[src/rtl/fir_sterowanie_mc.sv]
// rtl/fir_sterowanie_mc.sv - multi-channel sequencing FSM for the FIR datapath
//
// Ports:
//   clk, rst            clock and synchronous active-high reset
//   START, ABORT        run request (IDLE only) / abort of the current run
//   tryb, n_probek      run mode (0 single-shot, 1 continuous) and samples per
//                       channel, both latched when a run starts
//   probka_valid        new input sample present (continuous mode)
//   wyj_ready           output sink accepts the pending write
//   pracuje, DONE       busy flag / one-cycle end-of-run pulse
//   FSM_MUX_*           datapath bus selects (1 = FIR owns the bus)
//   FSM_*               datapath strobes (load, shift, accumulate, store, write)
//   tap_idx, ch_idx,    current tap, channel and sample indices
//   probka_idx

module fir_sterowanie_mc #(
  parameter int N_TAPS       = 16,
  parameter int N_CH         = 1,
  parameter int SAMPLE_CNT_W = 16,
  parameter int DECIM        = 1,
  localparam int TAP_W = (N_TAPS > 1) ? $clog2(N_TAPS) : 1,
  localparam int CH_W  = (N_CH > 1)   ? $clog2(N_CH)   : 1,
  localparam int DEC_W = (DECIM > 1)  ? $clog2(DECIM)  : 1
) (
  input  logic                    clk,
  input  logic                    rst,
  input  logic                    START,
  input  logic                    ABORT,
  input  logic                    tryb,
  input  logic [SAMPLE_CNT_W-1:0] n_probek,
  input  logic                    probka_valid,
  input  logic                    wyj_ready,
  output logic                    pracuje,
  output logic                    DONE,
  output logic                    FSM_MUX_wej,
  output logic                    FSM_MUX_wyj,
  output logic                    FSM_MUX_CDC,
  output logic                    FSM_zapisz_wsp,
  output logic                    FSM_zapisz_probki,
  output logic                    FSM_nowa_shift,
  output logic                    FSM_Acc_en,
  output logic                    FSM_Acc_zapisz,
  output logic                    FSM_reset_Acc,
  output logic                    FSM_nowa_probka,
  output logic                    FSM_wyj_wr,
  output logic [TAP_W-1:0]        tap_idx,
  output logic [CH_W-1:0]         ch_idx,
  output logic [SAMPLE_CNT_W-1:0] probka_idx
);

  typedef enum logic [2:0] {
    IDLE,
    INIT,
    SHIFT,
    MAC,
    SAVE,
    WRITE,
    NEXT,
    KONIEC
  } state_t;

  localparam logic [TAP_W-1:0] TAP_LAST = TAP_W'(N_TAPS - 1);
  localparam logic [CH_W-1:0]  CH_LAST  = CH_W'(N_CH - 1);
  localparam logic [DEC_W-1:0] DEC_LAST = DEC_W'(DECIM - 1);

  state_t                  state;
  state_t                  state_nxt;
  logic [TAP_W-1:0]        tap_cnt;
  logic [CH_W-1:0]         ch_cnt;
  logic [SAMPLE_CNT_W-1:0] smp_cnt;
  // Tracks smp_cnt mod DECIM incrementally so no divider is needed.
  logic [DEC_W-1:0]        dec_cnt;
  logic                    tryb_q;
  logic [SAMPLE_CNT_W-1:0] n_q;

  logic last_tap;
  logic last_ch;
  logic last_smp;
  logic dec_hit;

  assign last_tap = (tap_cnt == TAP_LAST);
  assign last_ch  = (ch_cnt == CH_LAST);
  assign last_smp = (smp_cnt == (n_q - SAMPLE_CNT_W'(1)));
  assign dec_hit  = (dec_cnt == DEC_LAST);

  always_ff @(posedge clk) begin
    if (rst) begin
      state   <= IDLE;
      tap_cnt <= '0;
      ch_cnt  <= '0;
      smp_cnt <= '0;
      dec_cnt <= '0;
      tryb_q  <= 1'b0;
      n_q     <= '0;
    end else begin
      state <= state_nxt;
      if (state == IDLE && state_nxt == INIT) begin
        tryb_q <= tryb;
        n_q    <= n_probek;
      end
      case (state)
        INIT: begin
          tap_cnt <= '0;
          ch_cnt  <= '0;
          smp_cnt <= '0;
          dec_cnt <= '0;
        end
        MAC: begin
          // Tap index parks on the last tap until NEXT clears it.
          if (!last_tap) begin
            tap_cnt <= tap_cnt + TAP_W'(1);
          end
        end
        NEXT: begin
          tap_cnt <= '0;
          if (last_ch) begin
            ch_cnt <= '0;
            if (last_smp) begin
              // End of a pass: continuous runs restart the sample and
              // decimation phase from zero.
              smp_cnt <= '0;
              dec_cnt <= '0;
            end else begin
              smp_cnt <= smp_cnt + SAMPLE_CNT_W'(1);
              dec_cnt <= dec_hit ? '0 : dec_cnt + DEC_W'(1);
            end
          end else begin
            ch_cnt <= ch_cnt + CH_W'(1);
          end
        end
        default: begin
        end
      endcase
    end
  end

  always_comb begin
    state_nxt = state;
    case (state)
      IDLE: begin
        if (START && !ABORT) begin
          state_nxt = INIT;
        end
      end
      INIT: begin
        state_nxt = (n_q == '0) ? KONIEC : SHIFT;
      end
      SHIFT: begin
        if (!tryb_q || probka_valid) begin
          state_nxt = MAC;
        end
      end
      MAC: begin
        if (last_tap) begin
          state_nxt = SAVE;
        end
      end
      SAVE: begin
        state_nxt = dec_hit ? WRITE : NEXT;
      end
      WRITE: begin
        if (wyj_ready) begin
          state_nxt = NEXT;
        end
      end
      NEXT: begin
        if (last_ch && last_smp && !tryb_q) begin
          state_nxt = KONIEC;
        end else begin
          state_nxt = SHIFT;
        end
      end
      KONIEC: begin
        state_nxt = IDLE;
      end
      default: begin
        state_nxt = IDLE;
      end
    endcase
    // Abort wins over every other transition, including a write accept.
    if (ABORT && state != IDLE) begin
      state_nxt = IDLE;
    end
  end

  always_comb begin
    pracuje           = 1'b0;
    DONE              = 1'b0;
    FSM_MUX_wej       = 1'b0;
    FSM_MUX_wyj       = 1'b0;
    FSM_MUX_CDC       = 1'b0;
    FSM_zapisz_wsp    = 1'b0;
    FSM_zapisz_probki = 1'b0;
    FSM_nowa_shift    = 1'b0;
    FSM_Acc_en        = 1'b0;
    FSM_Acc_zapisz    = 1'b0;
    FSM_reset_Acc     = 1'b0;
    FSM_nowa_probka   = 1'b0;
    FSM_wyj_wr        = 1'b0;
    tap_idx           = '0;
    ch_idx            = '0;
    probka_idx        = '0;
    if (state != IDLE) begin
      FSM_MUX_wej = 1'b1;
      FSM_MUX_wyj = 1'b1;
      FSM_MUX_CDC = 1'b1;
      pracuje     = (state != KONIEC);
      tap_idx     = tap_cnt;
      ch_idx      = ch_cnt;
      probka_idx  = smp_cnt;
    end
    case (state)
      INIT: begin
        FSM_zapisz_wsp    = 1'b1;
        FSM_zapisz_probki = 1'b1;
        FSM_reset_Acc     = 1'b1;
      end
      SHIFT:  FSM_nowa_shift = !tryb_q || probka_valid;
      MAC:    FSM_Acc_en = 1'b1;
      SAVE: begin
        FSM_Acc_zapisz  = 1'b1;
        FSM_nowa_probka = 1'b1;
      end
      WRITE:  FSM_wyj_wr = 1'b1;
      NEXT:   FSM_reset_Acc = 1'b1;
      KONIEC: DONE = 1'b1;
      default: begin
      end
    endcase
  end

endmodule

[config.mk]
export PLATFORM = sky130hd
export DESIGN_NAME = fir_sterowanie_mc
export DESIGN_NICKNAME = d
export VERILOG_FILES = /design/src/rtl/fir_sterowanie_mc.sv
export SDC_FILE = /design/constraint.sdc
export NUM_CORES = 1
export LEC_CHECK = 0
export BUFFER_PORTS_ARGS = -buffer_cell sky130_fd_sc_hd__buf_4
export CAP_MARGIN = 20
export CORE_UTILIZATION = 26
export CTS_BUF_LIST = sky130_fd_sc_hd__clkbuf_16
export CTS_CLUSTER_DIAMETER = 100
export DETAILED_ROUTE_END_ITERATION = 16
export GPL_ROUTABILITY_DRIVEN = 0
export PLACE_DENSITY_LB_ADDON = 0.1
export SYNTH_ARGS = -nofsm -noshare
export SYNTH_HDL_FRONTEND = slang
export SYNTH_SLANG_ARGS = --single-unit
[constraint.sdc]
create_clock -name clk -period 3.4 [get_ports clk]
set_input_delay 0 -clock clk [delete_from_list [all_inputs] [get_ports clk]]
set_output_delay 0 -clock clk [all_outputs]
set_load 0.05 [all_outputs]
-- After elaboration in Yosys (flattened, before gate mapping)
Cells that the tools add are included.
- input bits: 23
- logic and storage cells: 74
- bits in registers: 42
- mux-type cells: 32
- $add $sub $neg: 5
- equality and inequality tests: 13
- bitwise operators: 1
- reduce and logical (&&, ||, !) cells: 16
- operators by type and width (operator ; number):
    2-to-1 mux 16 bit ; 3
    one-hot mux 16 bit (2 select lines) ; 1
    one-hot mux 3 bit (8 select lines) ; 1
    2-to-1 mux 3 bit ; 7
    adder 16 x 1 -> 16 bit (second input constant) ; 1
    equality test 16 bit ; 1
    logical NOT 16 bit ; 1
    subtractor 16 x 1 -> 16 bit (second input constant) ; 1
    2-to-1 mux 1 bit ; 14
    equality test 3 bit (second input constant) ; 4
    2-to-1 mux 4 bit ; 2
    one-hot mux 4 bit (2 select lines) ; 1
    equality test 3 x 1 -> 1 bit (second input constant) ; 2
    equality test 3 x 2 -> 1 bit (second input constant) ; 2
    logical AND 1 bit ; 5
    adder 4 x 1 -> 4 bit (second input constant) ; 1
    equality test 4 bit (second input constant) ; 1
    inequality test 2 bit (second input constant) ; 2
    one-hot mux 1 bit (2 select lines) ; 2
    AND reduction 2 bit ; 2
    nonzero test 2 bit ; 2
    logical NOT 3 bit ; 1
    inequality test 3 bit (second input constant) ; 1
    nonzero test 3 bit ; 1
    6 further kinds ; 8

-- Longest topological paths before layout
- word-level depth: 9
- depth in mapped cells: 13
- mapped depth without buffers: 9

-- Worst setup path before layout
Ideal clock, no wire load.
- kind: register to register
- from: register state[0]
- to: register smp_cnt[2]
- stages on the path, launching flop included: 9
- arrival time: 3217 ps
- clock period less this slack: 3352 ps
- setup slack: 48 ps
- cells stage by stage: dfxtp_1 -> clkbuf_1 -> inv_1 -> nor3_1 -> nand2b_1 -> or2_2 -> clkbuf_1 -> clkbuf_1 -> a31oi_1
- cells in the longest elaborated chain, start to end: 3
- elaborated cells between the ends (all ways): 6
- classes of those cells: eq/ne (3); mux (1); reduce/logical (2)
- ends and longest elaborated chain (what ; line ; text):
    start: declaration ; 66 ; state_t state;
    start signal: assignment ; 96 ; state <= state_nxt;
    equality test 3 bit or equality test 3 x 1 -> 1 bit (tied branches) ; 101 ; case (state)
    inequality test 2 bit (no source line) or nonzero test 2 bit (tied branches) ; n/a ;
    AND reduction 2 bit (no source line) ; n/a ;
    end signal: assignment ; 124 ; smp_cnt <= smp_cnt + SAMPLE_CNT_W'(1);
    end: declaration ; 70 ; logic [SAMPLE_CNT_W-1:0] smp_cnt;
Several ways; a longest one is shown, not always the timed one.
A chain may end at the register's enable or synchronous reset.

-- Worst setup path in the final report
- from: register n_q[0]
- to: register state[0]
- cells in the longest elaborated chain, start to end: 7
- elaborated cells between the ends (all ways): 9
- classes of those cells: add/sub (1); eq/ne (1); mux (4); reduce/logical (3)
- ends and longest elaborated chain (what ; line ; text):
    start: declaration ; 74 ; logic [SAMPLE_CNT_W-1:0] n_q;
    start signal: assignment ; 99 ; n_q <= n_probek;
    subtractor 16 x 1 -> 16 bit ; 83 ; assign last_smp = (smp_cnt == (n_q - SAMPLE_CNT_W'(1)));
    equality test 16 bit ; 83 ;
    logical AND 1 bit (2 in series) ; 167 ; if (last_ch && last_smp && !tryb_q) begin
    2-to-1 mux 3 bit ; 167 ;
    one-hot mux 3 bit (8 select lines) * ; 139 ; case (state)
    2-to-1 mux 3 bit * ; 181 ; if (ABORT && state != IDLE) begin
Every way passes the cells marked *; elsewhere a longest branch is shown, timed or not.

==> run metrics <==
pwr dens=344 nW/um2; top sig layer=met4; Worst path max stage delay=0.74 ns; register bit total from synthesis=40; IO buf count=55; Synth cell types=55; Final HPWL DP=5530 um; num ports=57; RSZ-0062 raised after global routing=false; Setup crit end kind=register; Row Count=36; Reg clk slew, reported paths=0.06 ns; die width=103 um; Num CTS Buffers=5; clk_lat worst skew=0.28 ns; layout cells sized above 1=0.178; post-route cell area=3420 um2; critical path, cell by cell=inv_1 > ha_1 > o211a_1 > o32ai_1 > a22oi_1 > or4_4 > o311a_1 > nor4_2; Post-Syn Area per Cell=7.40 um2; DRT Wirelength=7450 um; height of the die=103 um; Cell Area, Placed=3110 um2; core area=9860 um2; status=completed; Starting Density=0.270; startpoint types=register; fin crit share=0.860; first-pass GRT wire length=12,100 um; FMAX=342 MHz; largest net degree at the start of global routing=35; vias in the first global route=2,360; Wirelength per Cell=13.7 um; FILL cells=1,067; clk sinks=40; max-cap viol count=0; ANT nets after route=0; Clock Skew=0.00290 ns; area grow syn2layout=28.6%; Post-Synthesis Cells=360; grt total ovfl=0; Crit Path Max Fanout=32; drt drc=0; Leak=0.00136 uW; Syn. warnings=0; Max VDD drop=0.000156 V; drt pass-1 iters=4; Critical Path AT=3.12 ns; syn_nets=386; asr flop ratio synth=0; TNS Setup=0 ns; met3 WL=229 um; Post-synth EDFFs=0; diodes inserted=0; Critical Path RT=3.60 ns; Cell Area, Synth=2660 um2; final setup fails=0; Setup Buffers After CTS=0; Worst-Margin Slew=0.741 ns; H-tree levels=2; CTS tree=built; CTS root buf=clkbuf_16; Final Hold Fails=0; clock buffer depth=2; die area=10,600 um2; WS Path Type=register to register; Slew Limit Fails=0; total track usage=0.150; crit path time final=2.92 ns; relative slew slack=0.502; routed wire length on met2=3420 um; slowest CP cell=or4_4; M1 wire length=3700 um; via count=2,643; Top FF cell, synth=dfxtp_1; Initial DRC Count=89; DR vias/cell=4.86; nets@finish=437; sequential-to-total area share from yosys stat=0.301; initial antenna violation count=0; Hold Path Class=primary input to register
## layout by cell type, fill, tap and decap left out, types with 3 or more instances in the layout
cell type      count
nand2_1           57
buf_4             57
dfxtp_1           40
a21oi_1           26
nor2_1            25
a31oi_1           24
and2_1            22
nor3_1            19
dlygate4sd3_1     18
xnor2_1           13
nand3_1           10
inv_1              7
and3_1             6
xor2_1             6
nor3b_1            6
or3_1              6
nand4_1            6
nand3b_1           5
nor2b_1            5
clkbuf_16          5
nand2b_1           4
or2_2              4
ha_1               3
## through the flow
stage | worst slack (ns) | hold slack, ns | cells | power [uW] | util
CTS | 0.480 | 0.0113 | 544 | 1200 | 0.347
finish | 0.478 | 0.0114 | 544 | 1180 | 0.347
detailed placement | 0.478 | 0.219 | 519 | 730 | 0.315
floorplan | 0.0479 | 0.0710 | 360 | 671 | -
global placement | 0.556 | 0.221 | 519 | 730 | 0.315
global route | 0.208 | 0.0517 | 544 | 1240 | 0.347
## critical path, delay by kind of cell, from the launching register on
kind / cells / cell delay (ns)
adders and majority gates: 1 / 0.33
DFF: 1 / 0.48
AOI/OAI and AO/OA: 4 / 1.00
buffers and inverters: 1 / 0.08
and+or+nand+nor: 2 / 0.93
## final cells by class
class                           instances  area (um2)  share of cell area
Multi-Input combinational cell        283        1690               0.494
Inverter                                6        22.5             0.00658
Clock buffer                            5         125              0.0365
Tap cell                              133         166              0.0486
Clock inverter                          2        8.76             0.00256
Sequential cell                        40         801               0.234
Timing Repair Buffer                   75         608               0.178
## per-layer routing
layer  vias to the layer above  GRT usage
li1                       1362          -
met1                      1223      0.198
met2                        50      0.247
met3                         8     0.0235
met4                         0     0.0553
met5                         -          0
## repair_timing
item	4_1_cts	5_1_grt
hold endpoints to repair	20	0
hold buffers	18	0
resized for setup	0	0
## synth_stat cells, types with 2 or more instances
master / number / share of area
mux2i_1: 2 / 0.0075
dfxtp_1: 40 / 0.30
inv_1: 6 / 0.0085
a31oi_1: 24 / 0.056
o211a_1: 2 / 0.0075
clkbuf_1: 21 / 0.030
nor2b_1: 5 / 0.012
xnor2_1: 13 / 0.043
nand4_1: 6 / 0.014
nor3_1: 19 / 0.036
a21oi_1: 26 / 0.049
or3_1: 6 / 0.014
nand2_1: 57 / 0.080
nand3b_1: 5 / 0.014
ha_1: 3 / 0.014
nand2b_1: 4 / 0.0094
nor2_1: 25 / 0.035
buf_4: 5 / 0.014
buf_2: 2 / 0.0038
and4_1: 2 / 0.0066
and3_1: 6 / 0.014
or2_2: 4 / 0.0094
xor2_1: 6 / 0.020
buf_6: 2 / 0.0085
nor4b_1: 2 / 0.0066
and2_1: 22 / 0.052
o21ai_0: 2 / 0.0038
nand3_1: 10 / 0.019
nor3b_1: 7 / 0.020
## state kept, by name, summed over array words and instances (netlist names)
register / flops
state: 3
tryb_q: 1
tap_cnt: 4
n_q: 16
smp_cnt: 16
## worst paths after layout
kind	startpoint	endpoint	slack, ns	cells past startpoint
worst min register to register	n_q[9]	n_q[9]	0.51	2
worst min-delay path	START	state[0]	0.01	3
worst max-delay path	n_q[0]	state[0]	0.48	8
worst max register to register	n_q[0]	state[0]	0.48	8
## where the power goes
part           total (uW)  switching (uW)  internal, uW
Sequential            501            20.3           480
Clock                 445             182           264
Combinational         233             131           102
Total                1180             333           846
## logic make-up (layout without fill, tap and decap cells)
logic type               after synthesis  after routing  share of synthesized area
AND/OR/NAND/NOR                      188            188                      0.375
other                                  1              1                    0.00141
AO/OA/AOI/OAI                         69             69                      0.165
XOR/XNOR                              20             20                     0.0710
multiplexers                           2              2                    0.00752
flip-flops                            40             40                      0.301
adder cells (fa/ha/maj)                3              3                     0.0141
buffers and inverters                 37             88                     0.0658
(Power assumes the default switching activity.)
